## src/rtl/sync_fifo_pkg.sv

```systemverilog
// Shared types and helpers for the flagged synchronous FIFO.
// Types, depth/threshold helpers and the error-code enum used by the FIFO and its pointers.
package sync_fifo_pkg;

  localparam int unsigned W_ADDRESS_DEFAULT = 4;

  // Wrap-bit pointer for the default geometry; parametrised users pass their own width.
  typedef logic [W_ADDRESS_DEFAULT:0] ptr_t;

  typedef enum logic [1:0] {
    ERR_NONE,
    ERR_OVF,
    ERR_UNF
  } err_e;

  function automatic int unsigned fifo_depth(input int unsigned w_address);
    return 32'(1) << w_address;
  endfunction

  function automatic int unsigned default_af_thresh(input int unsigned w_address);
    return fifo_depth(w_address) - 32'd2;
  endfunction

  function automatic int unsigned default_ae_thresh(input int unsigned w_address);
    return (w_address > 0) ? 32'd2 : 32'd0;
  endfunction

endpackage

```

## src/rtl/sync_fifo_ptr.sv

```systemverilog
// Wrap-bit pointer counter: synchronous reset, increments modulo 2^width when enabled.
module sync_fifo_ptr #(
  parameter type ptr_t = sync_fifo_pkg::ptr_t
) (
  input  logic clk,
  input  logic rst,
  input  logic inc,
  output ptr_t ptr
);

  always_ff @(posedge clk) begin
    if (rst) begin
      ptr <= '0;
    end else if (inc) begin
      ptr <= ptr + ptr_t'(1);
    end
  end

endmodule

```

## src/rtl/sync_fifo_flags.sv

```systemverilog
// Single-clock FIFO with fill count, almost-full/empty thresholds and overflow/underflow pulses.
// Build option: define SYNC_FIFO_FWFT_EN for first-word-fall-through read data.
module sync_fifo_flags
  import sync_fifo_pkg::*;
#(
  parameter int unsigned W_DATA    = 8,
  parameter int unsigned W_ADDRESS = 4,
  parameter int unsigned AF_THRESH = default_af_thresh(W_ADDRESS),
  parameter int unsigned AE_THRESH = default_ae_thresh(W_ADDRESS)
) (
  input  logic                 clk,
  input  logic                 rst,
  input  logic                 wr,
  input  logic                 rd,
  input  logic [W_DATA-1:0]    WRITE_DATA,
  output logic [W_DATA-1:0]    READ_DATA,
  output logic                 FULL,
  output logic                 EMPTY,
  output logic                 ALMOST_FULL,
  output logic                 ALMOST_EMPTY,
  output logic                 OVERFLOW,
  output logic                 UNDERFLOW,
  output logic [W_ADDRESS:0]   COUNT
);

  localparam int unsigned DEPTH = fifo_depth(W_ADDRESS);

  typedef logic [W_ADDRESS:0] fifo_ptr_t;

  if (!((AE_THRESH < AF_THRESH) && (AF_THRESH <= DEPTH))) begin : g_thresh_check
    $error("sync_fifo_flags: thresholds must satisfy AE_THRESH < AF_THRESH <= depth");
  end

  fifo_ptr_t   wptr;
  fifo_ptr_t   rptr;
  logic        wr_acc;
  logic        rd_acc;
  err_e        err;
  logic [W_DATA-1:0] mem [DEPTH];

  sync_fifo_ptr #(.ptr_t(fifo_ptr_t)) u_wptr (
    .clk (clk),
    .rst (rst),
    .inc (wr_acc),
    .ptr (wptr)
  );

  sync_fifo_ptr #(.ptr_t(fifo_ptr_t)) u_rptr (
    .clk (clk),
    .rst (rst),
    .inc (rd_acc),
    .ptr (rptr)
  );

  // Occupancy is pure pointer arithmetic; the wrap bit separates full from empty.
  assign EMPTY        = (wptr == rptr);
  assign FULL         = (wptr[W_ADDRESS] != rptr[W_ADDRESS]) &&
                        (wptr[W_ADDRESS-1:0] == rptr[W_ADDRESS-1:0]);
  assign COUNT        = wptr - rptr;
  assign ALMOST_FULL  = (32'(COUNT) >= AF_THRESH);
  assign ALMOST_EMPTY = (32'(COUNT) <= AE_THRESH);

  // Accept/reject decision; a reset cycle accepts nothing and flags nothing.
  always_comb begin
    wr_acc = 1'b0;
    rd_acc = 1'b0;
    err    = ERR_NONE;
    if (!rst) begin
      wr_acc = wr && (!FULL || rd);
      rd_acc = rd && !EMPTY;
      if (wr && !wr_acc) begin
        err = ERR_OVF;
      end else if (rd && !rd_acc) begin
        err = ERR_UNF;
      end
    end
  end

  always_ff @(posedge clk) begin
    if (rst) begin
      OVERFLOW  <= 1'b0;
      UNDERFLOW <= 1'b0;
    end else begin
      OVERFLOW  <= (err == ERR_OVF);
      UNDERFLOW <= (err == ERR_UNF);
    end
  end

  always_ff @(posedge clk) begin
    if (wr_acc) begin
      mem[wptr[W_ADDRESS-1:0]] <= WRITE_DATA;
    end
  end

`ifdef SYNC_FIFO_FWFT_EN
  assign READ_DATA = EMPTY ? '0 : mem[rptr[W_ADDRESS-1:0]];
`else
  always_ff @(posedge clk) begin
    if (rst) begin
      READ_DATA <= '0;
    end else if (rd_acc) begin
      READ_DATA <= mem[rptr[W_ADDRESS-1:0]];
    end
  end
`endif

endmodule
```

## config.mk

```make
export PLATFORM = sky130hd
export DESIGN_NAME = sync_fifo_flags
export DESIGN_NICKNAME = d
export VERILOG_FILES = /design/src/rtl/sync_fifo_pkg.sv /design/src/rtl/sync_fifo_ptr.sv /design/src/rtl/sync_fifo_flags.sv
export SDC_FILE = /design/constraint.sdc
export NUM_CORES = 1
export LEC_CHECK = 0
export BUFFER_PORTS_ARGS = -buffer_cell sky130_fd_sc_hd__clkbuf_2
export CAP_MARGIN = 30
export CELL_PAD_IN_SITES_DETAIL_PLACEMENT = 1
export CELL_PAD_IN_SITES_GLOBAL_PLACEMENT = 1
export CORE_ASPECT_RATIO = 0.5
export CORE_MARGIN = 10
export CORE_UTILIZATION = 56
export DETAILED_ROUTE_END_ITERATION = 16
export HOLD_SLACK_MARGIN = 0.12
export PLACE_DENSITY = 0.95
export RECOVER_POWER = 100
export SYNTH_ARGS = -nofsm -noshare
export SYNTH_HDL_FRONTEND = slang
export SYNTH_SLANG_ARGS = --single-unit
```

## constraint.sdc

```tcl
create_clock -name clk -period 5.7 [get_ports clk]
set_clock_uncertainty 0.2 [all_clocks]
set_input_delay 0 -clock clk [delete_from_list [all_inputs] [get_ports clk]]
set_output_delay 0 -clock clk [all_outputs]
set_load 0.03 [all_outputs]
```

==> impl_metrics.csv, run 1 <==
group,metric,value,unit
sta,tightest_slew,1.40,ns
synthesis,synth_edf_count,128,
final_layout,num-nets-final,433,
routing,drt_wl_total,18.0,mm
sta,report.final.hold_viol_count,0,
placement,finalWeightedCongestion,0.901,
routing,drt-vias-per-instance,6.76,
setup_path,critical_path_arrival,3.85,ns
routing,drtAntennaViolNets,0,
setup_path,r2r_slack,1.68,ns
global_route,grt_first_pass_wirelength,26.9,mm
global_route,first_global_vias,3937,
routing,drt-initial-drc-count,516,
sta,setup_tns,0,ns
setup_path,critical_path_peak_fanout,24,
placement,portBuffers,30,
sta,finalSetupViolations,0,
sta,period_minus_slack,4.02,ns
synthesis,synth_ff_type,"edfxtp_1",
die,die-area,15400,µm²
routing,route.detailed.drc,0,
setup_path,required,5.53,ns
run_status,run_status,"completed",
synthesis,netlist_instances,360,
die,die_w,166,µm
synthesis,synth_warnings,0,
clock_tree,cts_root_buf,"clkbuf_16",
synthesis,seq_area_frac_synth,71.1,%
synthesis,synth_fp_nets,382,
sta,final-max-slew-violation-count,0,
clock_tree,tritoncts,"done",
setup_path,timing.rr.end,"mem[2][0]$_DFFE_PP_",
power_and_ir_drop,power.density_cell_area,356,nW/µm²
setup_path,timing.critical_path.to_type,"flop",
setup_path,start_kind,"flop",
run,max-cap-violations,0,
setup_path,worst-r2r-cell-count,6,
routing,avgRoutedWirePerCell,32.0,µm
worst_hold_path,number_of_instances_on_the_worst_hold_path,2,
die,floorplan.initialDensity,57.9,%
global_route,grt_max_degree,51,
power_and_ir_drop,leakagePower,0.00221,µW
clock_tree,clock_path_buffers,2,
final_layout,post_route_cells_drive_above_1_share,13.4,%
worst_hold_path,worst_hold_startpoint,"READ_DATA[1]$_SDFFE_PP0P_",
synthesis,synth.cell_area,5970,µm²
global_route,total_overflow_reported_by_the_global_router,0,
die,floorplan.die.height,93.0,µm
clock_tree,clkLatencyLatePin,0.43,ns
synthesis,synth-async-reset-ratio,0,%
synthesis,number_of_synthesized_register_bits,148,
placement,detailedPlacementHpwl,10.6,mm
power_and_ir_drop,ir_drop,0.185,mV
sta,finalCritPeriodShare,70.6,%
sta,slew_headroom,5.88,%
synthesis,synth.avg_cell_area,16.6,µm²
final_layout,n_antenna_cell,0,
die,boundaryPins,31,
synthesis,synth_cell_type_count,41,
sta,minimum_hold_slack,0.282,ns
setup_path,r2r-start,"u_rptr.ptr[0]$_SDFFE_PP0P_",
clock_tree,clock_transition_at_the_registers_of_the_reported_paths,0.06,ns
final_layout,finalCoreUtilization,66.5,%
worst_hold_path,hp-class,"reg -> reg",
setup_path,worstSetupPathType,"reg -> reg",
clock_tree,clock_sinks,148,
sta,timing.fmax,0.248,GHz
clock_tree,ctsHtreeMaxLevel,4,
final_layout,area_growth_syn_to_layout,14.9,%
global_route,aggregate_global_route_resource_usage,23.5,%
die,placement_rows,26,
global_route,initial_antenna_violation_count,0,
routing,routed-via-count,3814,
worst_hold_path,hold_path_end,"READ_DATA[1]$_SDFFE_PP0P_",
sta,rsz0062_at_grt,"false",
routing,first_pass_iters,7,
clock_tree,cts_repair_resize_count,0,
die,core_area,10300,µm²
clock_tree,cts_buffers,17,
## worst max path at each step
| stage | startpoint | end | slack (ns) | cells past startpoint |
|---|---|---|---|---|
| 2_1_floorplan | u_rptr.ptr[1]$_SDFFE_PP0P_ | mem[0][0]$_DFFE_PP_ | 2.58 | 8 |
| 5_1_grt | u_rptr.ptr[0]$_SDFFE_PP0P_ | mem[2][3]$_DFFE_PP_ | 1.52 | 6 |
| 6_report | u_rptr.ptr[0]$_SDFFE_PP0P_ | mem[2][0]$_DFFE_PP_ | 1.68 | 6 |
| 3_5_place_dp | u_rptr.ptr[0]$_SDFFE_PP0P_ | mem[2][3]$_DFFE_PP_ | 1.94 | 6 |
| 4_1_cts | u_rptr.ptr[0]$_SDFFE_PP0P_ | mem[2][0]$_DFFE_PP_ | 1.75 | 6 |
| 3_3_place_gp | u_rptr.ptr[0]$_SDFFE_PP0P_ | mem[1][2]$_DFFE_PP_ | 2.41 | 6 |
## flip-flops by register name (all words and copies together), names as in the netlist
name / cells
UNDERFLOW: 1
mem: 128
u_wptr.ptr: 5
READ_DATA: 8
u_rptr.ptr: 5
OVERFLOW: 1
## layer usage
metal,global-route usage [%],up-vias,routed length (µm)
met3,5.93,67,1910
met2,38.8,296,8680
li1,-,1508,-
met5,0,-,0
met4,10.9,0,694
met1,29.1,1943,6740
## power breakdown
| part | switching (µW) | internal [µW] |
|---|---|---|
| clock network | 475 | 557 |
| logic | 146 | 62.8 |
| registers | 10.2 | 1190 |
| total | 631 | 1810 |
## logic make-up after synthesis
family          count (synthesis)  share of synthesized area [%]
buf+inv                        34                           2.50
mux                            51                           11.9
compound gates                 49                           5.96
fa+ha+maj                      10                           2.22
simple gates                   60                           5.08
xor+xnor                        8                           1.17
flops                         148                           71.1
## cells in the mapped netlist, types with 5 or more instances
cell / n / share of area (%)
nor2_1: 19 / 1.2
mux4_2: 16 / 6.0
inv_1: 18 / 1.1
nand2_1: 16 / 1.0
o22ai_1: 8 / 0.84
nand2b_1: 5 / 0.52
buf_2: 7 / 0.59
a22oi_1: 16 / 2.0
dfxtp_1: 20 / 6.7
mux2i_1: 34 / 5.7
clkbuf_1: 5 / 0.31
ha_1: 9 / 1.9
edfxtp_1: 128 / 64
o32ai_1: 8 / 1.2
nor3_1: 5 / 0.42
## worst max-delay path, cell delays in order (launching register included)
cell,delay [ns]
dfxtp_1,0.33
buf_4,0.40
ha_1,0.36
and4_1,0.26
a31oi_1,0.59
nand2_1,0.34
nor3_1,1.13
## metrics by stage
| step | instance area, µm² | setup WS [ns] | instances | power [µW] |
|---|---|---|---|---|
| 2_1_floorplan | 5970 | 2.58 | 360 | 1350 |
| 5_1_grt | 6860 | 1.52 | 564 | 2510 |
| 6_report | 6860 | 1.68 | 564 | 2440 |
| 4_1_cts | 6890 | 1.75 | 562 | 2450 |
| 3_3_place_gp | 6230 | 2.41 | 517 | 1410 |
| 3_5_place_dp | 6240 | 1.94 | 518 | 1420 |
## final cells by class
type / count / area [µm²]
multi-input combinational: 178 / 1570
clock buffer: 17 / 425
sequential: 148 / 4250
timing repair buffer: 48 / 268
inverter: 18 / 67.6
fill: 916 / 3460
tap: 140 / 175
clock inverter: 15 / 104
## cell usage in the layout (no fill, tap or decap), types with 3 or more instances in the layout
cell type      synthesis  routed
clkinv_4               0       3
mux4_2                16      16
a22oi_1               16      16
edfxtp_1             128     128
a21oi_1                3       3
o21ai_0                4       4
nor2_1                19      19
clkinv_2               0       4
clkbuf_16              0      17
o32ai_1                8       8
clkbuf_1               5      30
nand2b_1               5       5
xor2_1                 4       4
xnor2_1                4       4
dlygate4sd3_1          0      12
clkbuf_2               1       4
inv_6                  0       4
ha_1                   9       9
inv_1                 18      18
mux2i_1               34      34
dfxtp_1               20      19
nor3_1                 5       5
nand2_1               16      16
o22ai_1                8       8
or3_1                  3       3
## repair_timing
item                      CTS  global route
hold buffers               12             0
buffers inserted            0             0
hold endpoints to repair  148             0
Power figures use the tool's default switching activity.
==> inputs of run 2 (changes only) <==
--- a/config.mk
+++ b/config.mk
@@ -5,16 +5,17 @@
 export SDC_FILE = /design/constraint.sdc
 export NUM_CORES = 1
 export LEC_CHECK = 0
+export ABC_AREA = 1
 export BUFFER_PORTS_ARGS = -buffer_cell sky130_fd_sc_hd__clkbuf_2
 export CAP_MARGIN = 30
 export CELL_PAD_IN_SITES_DETAIL_PLACEMENT = 1
 export CELL_PAD_IN_SITES_GLOBAL_PLACEMENT = 1
 export CORE_ASPECT_RATIO = 0.5
 export CORE_MARGIN = 10
-export CORE_UTILIZATION = 56
+export CORE_UTILIZATION = 44
 export DETAILED_ROUTE_END_ITERATION = 16
 export HOLD_SLACK_MARGIN = 0.12
-export PLACE_DENSITY = 0.95
+export PLACE_DENSITY = 0.87
 export RECOVER_POWER = 100
 export SYNTH_ARGS = -nofsm -noshare
 export SYNTH_HDL_FRONTEND = slang
==> constraint.sdc (replaced) <==
create_clock -name clk -period 3.2 [get_ports clk]
set_clock_uncertainty 0.2 [all_clocks]
set_input_delay 0 -clock clk [delete_from_list [all_inputs] [get_ports clk]]
set_output_delay 0 -clock clk [all_outputs]
set_load 0.03 [all_outputs]
==> impl_metrics.csv, run 2 <==
group,metric,value,unit
placement,preCtsSetupSlack,0.277,ns
synthesis,synth_simple_gate_area_share,22.5,%
die,core_area,14600,µm²
synthesis,number_of_synthesized_register_bits,148,
sta,period_minus_slack,2.91,ns
setup_path,cpPeakStageDelay,0.57,ns
synthesis,compound_gate_fraction_of_synth_area,2.90,%
synthesis,synth.avg_cell_area,9.99,µm²
synthesis,synth_most_common_cell,"nand2_1",
die,floorplan.die.height,107,µm
run_status,run_status,"completed",
sta,tightest_slew,1.17,ns
sta,post_layout_worst_setup_margin,0.291,ns
synthesis,netlist_top_cells_count,"nand2_1 (201), edfxtp_1 (128), inv_1 (84), nand3_1 (76), nor2_1 (37)",
sta,report.final.hold_viol_count,0,
clock_tree,clock_sinks,148,
setup_path,timing.critical_path.to_type,"flop",
setup_path,r2r_slack,0.29,ns
die,die_w,194,µm
synthesis,synth_warnings,0,
die,boundaryPins,31,
final_layout,mostFrequentLayoutCells,"nand2_1 (203), edfxtp_1 (128), inv_1 (84)",
sta,final-max-slew-violation-count,0,
setup_path,cell_chain_of_the_critical_path,"inv_1, ha_1, nand2_2, nor2_1, clkinv_1, nor2_1, nand2_2, nand2_4, inv_2, nand2_2, nor2_1, buf_4",
final_layout,num-nets-final,741,
clock_tree,postCtsSetupBuffers,0,
routing,drtAntennaViolNets,0,
final_layout,n_antenna_cell,0,
routing,drt_wl_total,22.2,mm
global_route,total_overflow_reported_by_the_global_router,0,
global_route,aggregate_global_route_resource_usage,21.3,%
sta,timing.fmax,0.344,GHz
routing,routed-via-count,5272,
setup_path,required,3.19,ns
setup_path,start_kind,"flop",
synthesis,combinational_family_with_the_most_area_after_synthesis,"simple AND/OR/NAND/NOR gates",
synthesis,yosys.area_share.adder,2.00,%
clock_tree,ctsHtreeMaxLevel,4,
global_route,grt_max_degree,70,
setup_path,r2r-start,"u_rptr.ptr[2]$_SDFFE_PP0P_",
synthesis,synth.area.mux_share,0,%
clock_tree,tritoncts,"done",
worst_hold_path,worst_hold_startpoint,"rst",
synthesis,synth.cell_area,6640,µm²
routing,avgRoutedWirePerCell,23.8,µm
clock_tree,clkLatencyLatePin,0.44,ns
run,max-cap-violations,0,
clock_tree,clock_transition_at_the_registers_of_the_reported_paths,0.07,ns
placement,finalWeightedCongestion,0.836,
worst_hold_path,number_of_instances_on_the_worst_hold_path,3,
sta,rsz0062_at_grt,"false",
synthesis,synth_edf_count,128,
placement,detailedPlacementHpwl,12.5,mm
global_route,first_global_vias,5573,
final_layout,post_route_cells_drive_above_1_share,11.6,%
sta,finalCritPeriodShare,90.9,%
power_and_ir_drop,power.density_cell_area,615,nW/µm²
global_route,grt_first_pass_wirelength,33.4,mm
clock_tree,clock_path_buffers,2,
sta,finalSetupViolations,0,
setup_path,timing.rr.end,"mem[1][7]$_DFFE_PP_",
final_layout,largest_register_ff_count,128,
synthesis,synth_fp_nets,687,
setup_path,worstSetupPathType,"reg -> reg",
routing,drt-vias-per-instance,5.67,
synthesis,synth_largest_area_cell,"edfxtp_1",
clock_tree,cts_root_buf,"clkbuf_16",
routing,first_pass_iters,10,
global_route,initial_antenna_violation_count,1,
final_layout,layout.cells.most_common,"nand2_1",
setup_path,critical_path_peak_fanout,12,
worst_hold_path,hold_path_end,"u_rptr.ptr[4]$_SDFFE_PP0P_",
setup_path,worst-r2r-cell-count,12,
final_layout,area_growth_syn_to_layout,15.2,%
setup_path,worst_path_max_delay_cell,"dfxtp_1",
synthesis,synth_top_cell_area_share,57.9,%
die,placement_rows,31,
synthesis,seq_area_frac_synth,63.9,%
die,floorplan.initialDensity,45.4,%
synthesis,netlist_instances,665,
synthesis,yosys-top-cells-area,"edfxtp_1 (58%), nand2_1 (11%), dfxtp_1 (6.0%)",
synthesis,synth_cell_type_count,27,
synthesis,synth-async-reset-ratio,0,%
clock_tree,cts_buffers,17,
synthesis,post_synth_xor_area_fraction,1.06,%
setup_path,critical_path_arrival,2.90,ns
power_and_ir_drop,leakagePower,0.00312,µW
routing,route.detailed.drc,0,
worst_hold_path,hp-class,"in -> reg",
synthesis,synth_ff_type,"edfxtp_1",
placement,portBuffers,30,
die,die-area,20700,µm²
sta,slew_headroom,21.9,%
power_and_ir_drop,ir_drop,0.411,mV
sta,setup_tns,0,ns
routing,drt-initial-drc-count,701,
run 2: changes by cell type after synthesis, sizes merged, moves of 8 or more:
cell	previous run	this run
a21oi	3	31
a22oi	16	0
mux4	16	0
nor2	19	42
inv	18	92
o32ai	8	0
nand3	1	80
o22ai	8	0
mux2i	34	0
buf	10	26
nand2	16	216
run 2: cell type report:
type,count,area [µm²]
Clock buffer,18,429
Tap cell,198,248
Fill cell,1593,6970
Multi-Input combinational cell,396,1850
Sequential cell,148,4250
Timing Repair Buffer,63,384
Inverter,93,349
Clock inverter,14,143
run 2: how the worst max path moves through the flow:
stage                          startpoint              endpoint  cells past startpoint
2_1_floorplan  u_rptr.ptr[1]$_SDFFE_PP0P_   mem[7][0]$_DFFE_PP_                     11
3_3_place_gp   u_rptr.ptr[2]$_SDFFE_PP0P_   mem[9][5]$_DFFE_PP_                     11
3_5_place_dp   u_rptr.ptr[2]$_SDFFE_PP0P_   mem[9][4]$_DFFE_PP_                     11
4_1_cts        u_rptr.ptr[2]$_SDFFE_PP0P_   mem[9][6]$_DFFE_PP_                     11
5_1_grt        u_rptr.ptr[2]$_SDFFE_PP0P_  mem[10][2]$_DFFE_PP_                     12
6_report       u_rptr.ptr[2]$_SDFFE_PP0P_   mem[1][7]$_DFFE_PP_                     12
run 2: where the power goes:
group,switching [µW],internal (µW),total [µW]
clock,921,1100,2020
combinational,410,128,538
sequential,25.7,2130,2150
total,1360,3350,4710
run 2: through the flow:
stage	instances	instance area, µm²	hold WS, ns	util (%)	power, µW
CTS	930	7730	0.201	52.9	4680
floorplan	665	6640	-0.101	-	2530
global placement	885	7030	0.0623	48.1	2680
detailed placement	885	7030	0.0784	48.1	2710
global route	930	7650	0.245	52.3	4820
finish	930	7650	0.201	52.3	4710
run 2: worst max-delay path, delay by kind of cell (launching register included):
kind / cells / cell delay [ns]
buf+inv: 4 / 0.54
simple gates: 7 / 0.93
fa+ha+maj: 1 / 0.42
flops: 1 / 0.57
run 2: logic make-up after synthesis:
kind of cell             Yosys count
AO/OA/AOI/OAI                     34
XOR/XNOR                           8
AND/OR/NAND/NOR                  344
flip-flops                       148
buffers and inverters            121
adder cells (fa/ha/maj)           10
run 2: layer usage:
layer  track usage, %  up-vias  wire [µm]
li1                 -     2260          -
met1             23.7     2567       8250
met2             36.0      339      10700
met3             7.56      106       2150
met4             10.6        0       1110
met5                0        -          0
run 2: timing repair:
| item | CTS | global route |
|---|---|---|
| hold buffers | 13 | 0 |
| resized for setup | 0 | 2 |
| hold endpoints to repair | 140 | 0 |
| setup endpoints to repair | 0 | 16 |
==> inputs of run 3 (changes only) <==
--- a/config.mk
+++ b/config.mk
@@ -7,15 +7,16 @@
 export LEC_CHECK = 0
 export ABC_AREA = 1
 export BUFFER_PORTS_ARGS = -buffer_cell sky130_fd_sc_hd__clkbuf_2
-export CAP_MARGIN = 30
+export CAP_MARGIN = 0
 export CELL_PAD_IN_SITES_DETAIL_PLACEMENT = 1
 export CELL_PAD_IN_SITES_GLOBAL_PLACEMENT = 1
 export CORE_ASPECT_RATIO = 0.5
 export CORE_MARGIN = 10
-export CORE_UTILIZATION = 44
+export CORE_UTILIZATION = 35
+export CTS_BUF_LIST = sky130_fd_sc_hd__clkbuf_2
 export DETAILED_ROUTE_END_ITERATION = 16
 export HOLD_SLACK_MARGIN = 0.12
-export PLACE_DENSITY = 0.87
+export PLACE_DENSITY = 0.74
 export RECOVER_POWER = 100
 export SYNTH_ARGS = -nofsm -noshare
 export SYNTH_HDL_FRONTEND = slang
==> impl_metrics.csv, run 3 (synthesis results as in run 2) <==
group,metric,value,unit
power_and_ir_drop,combinationalPowerShare,13.7,%
setup_path,worst_path_max_delay_cell,"inv_1",
global_route,initial_antenna_violation_count,1,
power_and_ir_drop,leakagePower,0.00304,µW
global_route,grt_max_degree,71,
sta,finalSetupViolations,0,
run_status,run_status,"completed",
setup_path,cpPeakStageDelay,0.63,ns
placement,detailedPlacementHpwl,11.9,mm
clock_tree,clock_sinks,148,
sta,rsz0062_at_grt,"false",
clock_tree,cts_root_buf,"clkbuf_2",
global_route,first_global_vias,5110,
sta,tightest_slew,1.15,ns
final_layout,post_route_cells_drive_above_1_share,11.7,%
routing,first_pass_iters,5,
clock_tree,ctsHtreeMaxLevel,4,
sta,period_minus_slack,3.00,ns
worst_hold_path,hp-class,"reg -> reg",
final_layout,num-nets-final,747,
final_layout,area_growth_syn_to_layout,12.2,%
sta,report.final.hold_viol_count,0,
routing,drtAntennaViolNets,0,
sta,timing.fmax,0.333,GHz
sta,setup_tns,0,ns
die,placement_rows,35,
die,core_area,18500,µm²
power_and_ir_drop,cell_internal_pwr,2640,µW
die,floorplan.die.height,117,µm
run,max-cap-violations,0,
power_and_ir_drop,power_switching,1110,µW
placement,finalWeightedCongestion,0.805,
final_layout,mostFrequentLayoutCells,"nand2_1 (206), edfxtp_1 (128), inv_1 (85)",
placement,preCtsSetupSlack,0.346,ns
routing,routed-via-count,4746,
die,boundaryPins,31,
power_and_ir_drop,pwr-share-clk,29.0,%
power_and_ir_drop,power.density_cell_area,503,nW/µm²
setup_path,worstSetupPathType,"reg -> reg",
setup_path,cell_chain_of_the_critical_path,"inv_1, ha_1, nand2_2, nor2_4, nand2_1, nand2_1, inv_1, nand3_1, nor2_1, nor2_2",
clock_tree,postCtsSetupBuffers,0,
die,die_w,215,µm
routing,drt-vias-per-instance,4.76,
clock_tree,tritoncts,"done",
power_and_ir_drop,switching_share,29.5,%
setup_path,start_kind,"flop",
final_layout,largest_register_ff_count,128,
routing,avgRoutedWirePerCell,18.0,µm
sta,slew_headroom,23.6,%
routing,drt_wl_total,18.0,mm
global_route,total_overflow_reported_by_the_global_router,0,
sta,final-max-slew-violation-count,0,
final_layout,finalCoreUtilization,40.2,%
global_route,aggregate_global_route_resource_usage,14.3,%
final_layout,layout.cells.most_common,"nand2_1",
setup_path,critical_path_arrival,3.37,ns
clock_tree,clock_transition_at_the_registers_of_the_reported_paths,0.24,ns
setup_path,critical_path_peak_fanout,20,
routing,drt-initial-drc-count,404,
clock_tree,cts_buffers,17,
global_route,grt_first_pass_wirelength,28.2,mm
power_and_ir_drop,ir_drop,0.188,mV
die,floorplan.initialDensity,35.8,%
sta,post_layout_worst_setup_margin,0.195,ns
power_and_ir_drop,pwr-share-seq,57.3,%
setup_path,timing.critical_path.to_type,"flop",
placement,portBuffers,30,
sta,finalCritPeriodShare,93.9,%
routing,route.detailed.drc,0,
clock_tree,clock_path_buffers,2,
clock_tree,clkLatencyLatePin,0.69,ns
die,die-area,25200,µm²
setup_path,required,3.57,ns
run 3: changes by cell type in the layout (fill, tap and decap cells not counted), moves of 3 or more:
cell,change
buf_4,-8
buf_2,+5
clkbuf_2,+24
nand2_1,+3
clkbuf_16,-17
dlygate4sd3_1,+5
clkbuf_1,-3
run 3: final timing paths:
kind	to	slack [ns]	startpoint	cells after the start
worst min register to register	u_rptr.ptr[4]$_SDFFE_PP0P_	0.32	u_rptr.ptr[4]$_SDFFE_PP0P_	2
worst min-delay path	u_rptr.ptr[4]$_SDFFE_PP0P_	0.32	u_rptr.ptr[4]$_SDFFE_PP0P_	2
worst max-delay path	READ_DATA[7]$_SDFFE_PP0P_	0.20	u_rptr.ptr[2]$_SDFFE_PP0P_	10
worst max register to register	READ_DATA[7]$_SDFFE_PP0P_	0.20	u_rptr.ptr[2]$_SDFFE_PP0P_	10
run 3: stage by stage:
| stage | cell area (µm²) | total power [µW] | std cells | hold slack, ns |
|---|---|---|---|---|
| 3_3_place_gp | 7130 | 2690 | 947 | 0.0606 |
| 4_1_cts | 7550 | 3790 | 997 | 0.144 |
| 6_report | 7450 | 3750 | 998 | 0.320 |
| 2_1_floorplan | 6640 | 2530 | 665 | -0.101 |
| 3_5_place_dp | 7130 | 2700 | 947 | 0.0475 |
| 5_1_grt | 7450 | 3920 | 998 | 0.311 |
run 3: worst max-delay path, delay by kind of cell, from the launching register on:
| kind | cells | cell delay [ns] |
|---|---|---|
| buffers and inverters | 2 | 0.87 |
| and+or+nand+nor | 7 | 0.83 |
| DFF | 1 | 0.51 |
| adders and majority gates | 1 | 0.44 |
run 3: power by group through the flow:
stage	Sequential [µW]	Clock [µW]	Combinational, µW
final	2150	1090	513
after global routing	2150	1200	567
after CTS	2150	1110	531
after detailed placement	2190	0	512
after global placement	2190	0	502
after floorplan	2220	0	311
run 3: per-layer routing:
layer  routed length, µm  share of wire (%)  vias to the layer above  global-route usage [%]
li1                    -                  -                     2275                       -
met1                7950                 44                     2325                    18.0
met2                8660                 48                      127                    24.2
met3                1090                6.1                       19                    3.10
met4                 307                1.7                        0                    4.40
met5                   0                  0                        -                       0
run 3: repair_timing:
| item | in CTS | in global routing |
|---|---|---|
| setup endpoints to repair | 0 | 3 |
| hold endpoints to repair | 276 | 0 |
| resized for setup | 0 | 1 |
| hold buffers | 18 | 0 |
run 3: layout make-up:
class                      count  area [µm²]
antenna                        1        2.50
clock buffer                  19        95.1
clock inverter                13         144
fill                        2145       11100
inverter                      93         349
multi-input combinational    396        1850
sequential                   148        4250
tap                          259         324
timing repair buffer          69         437
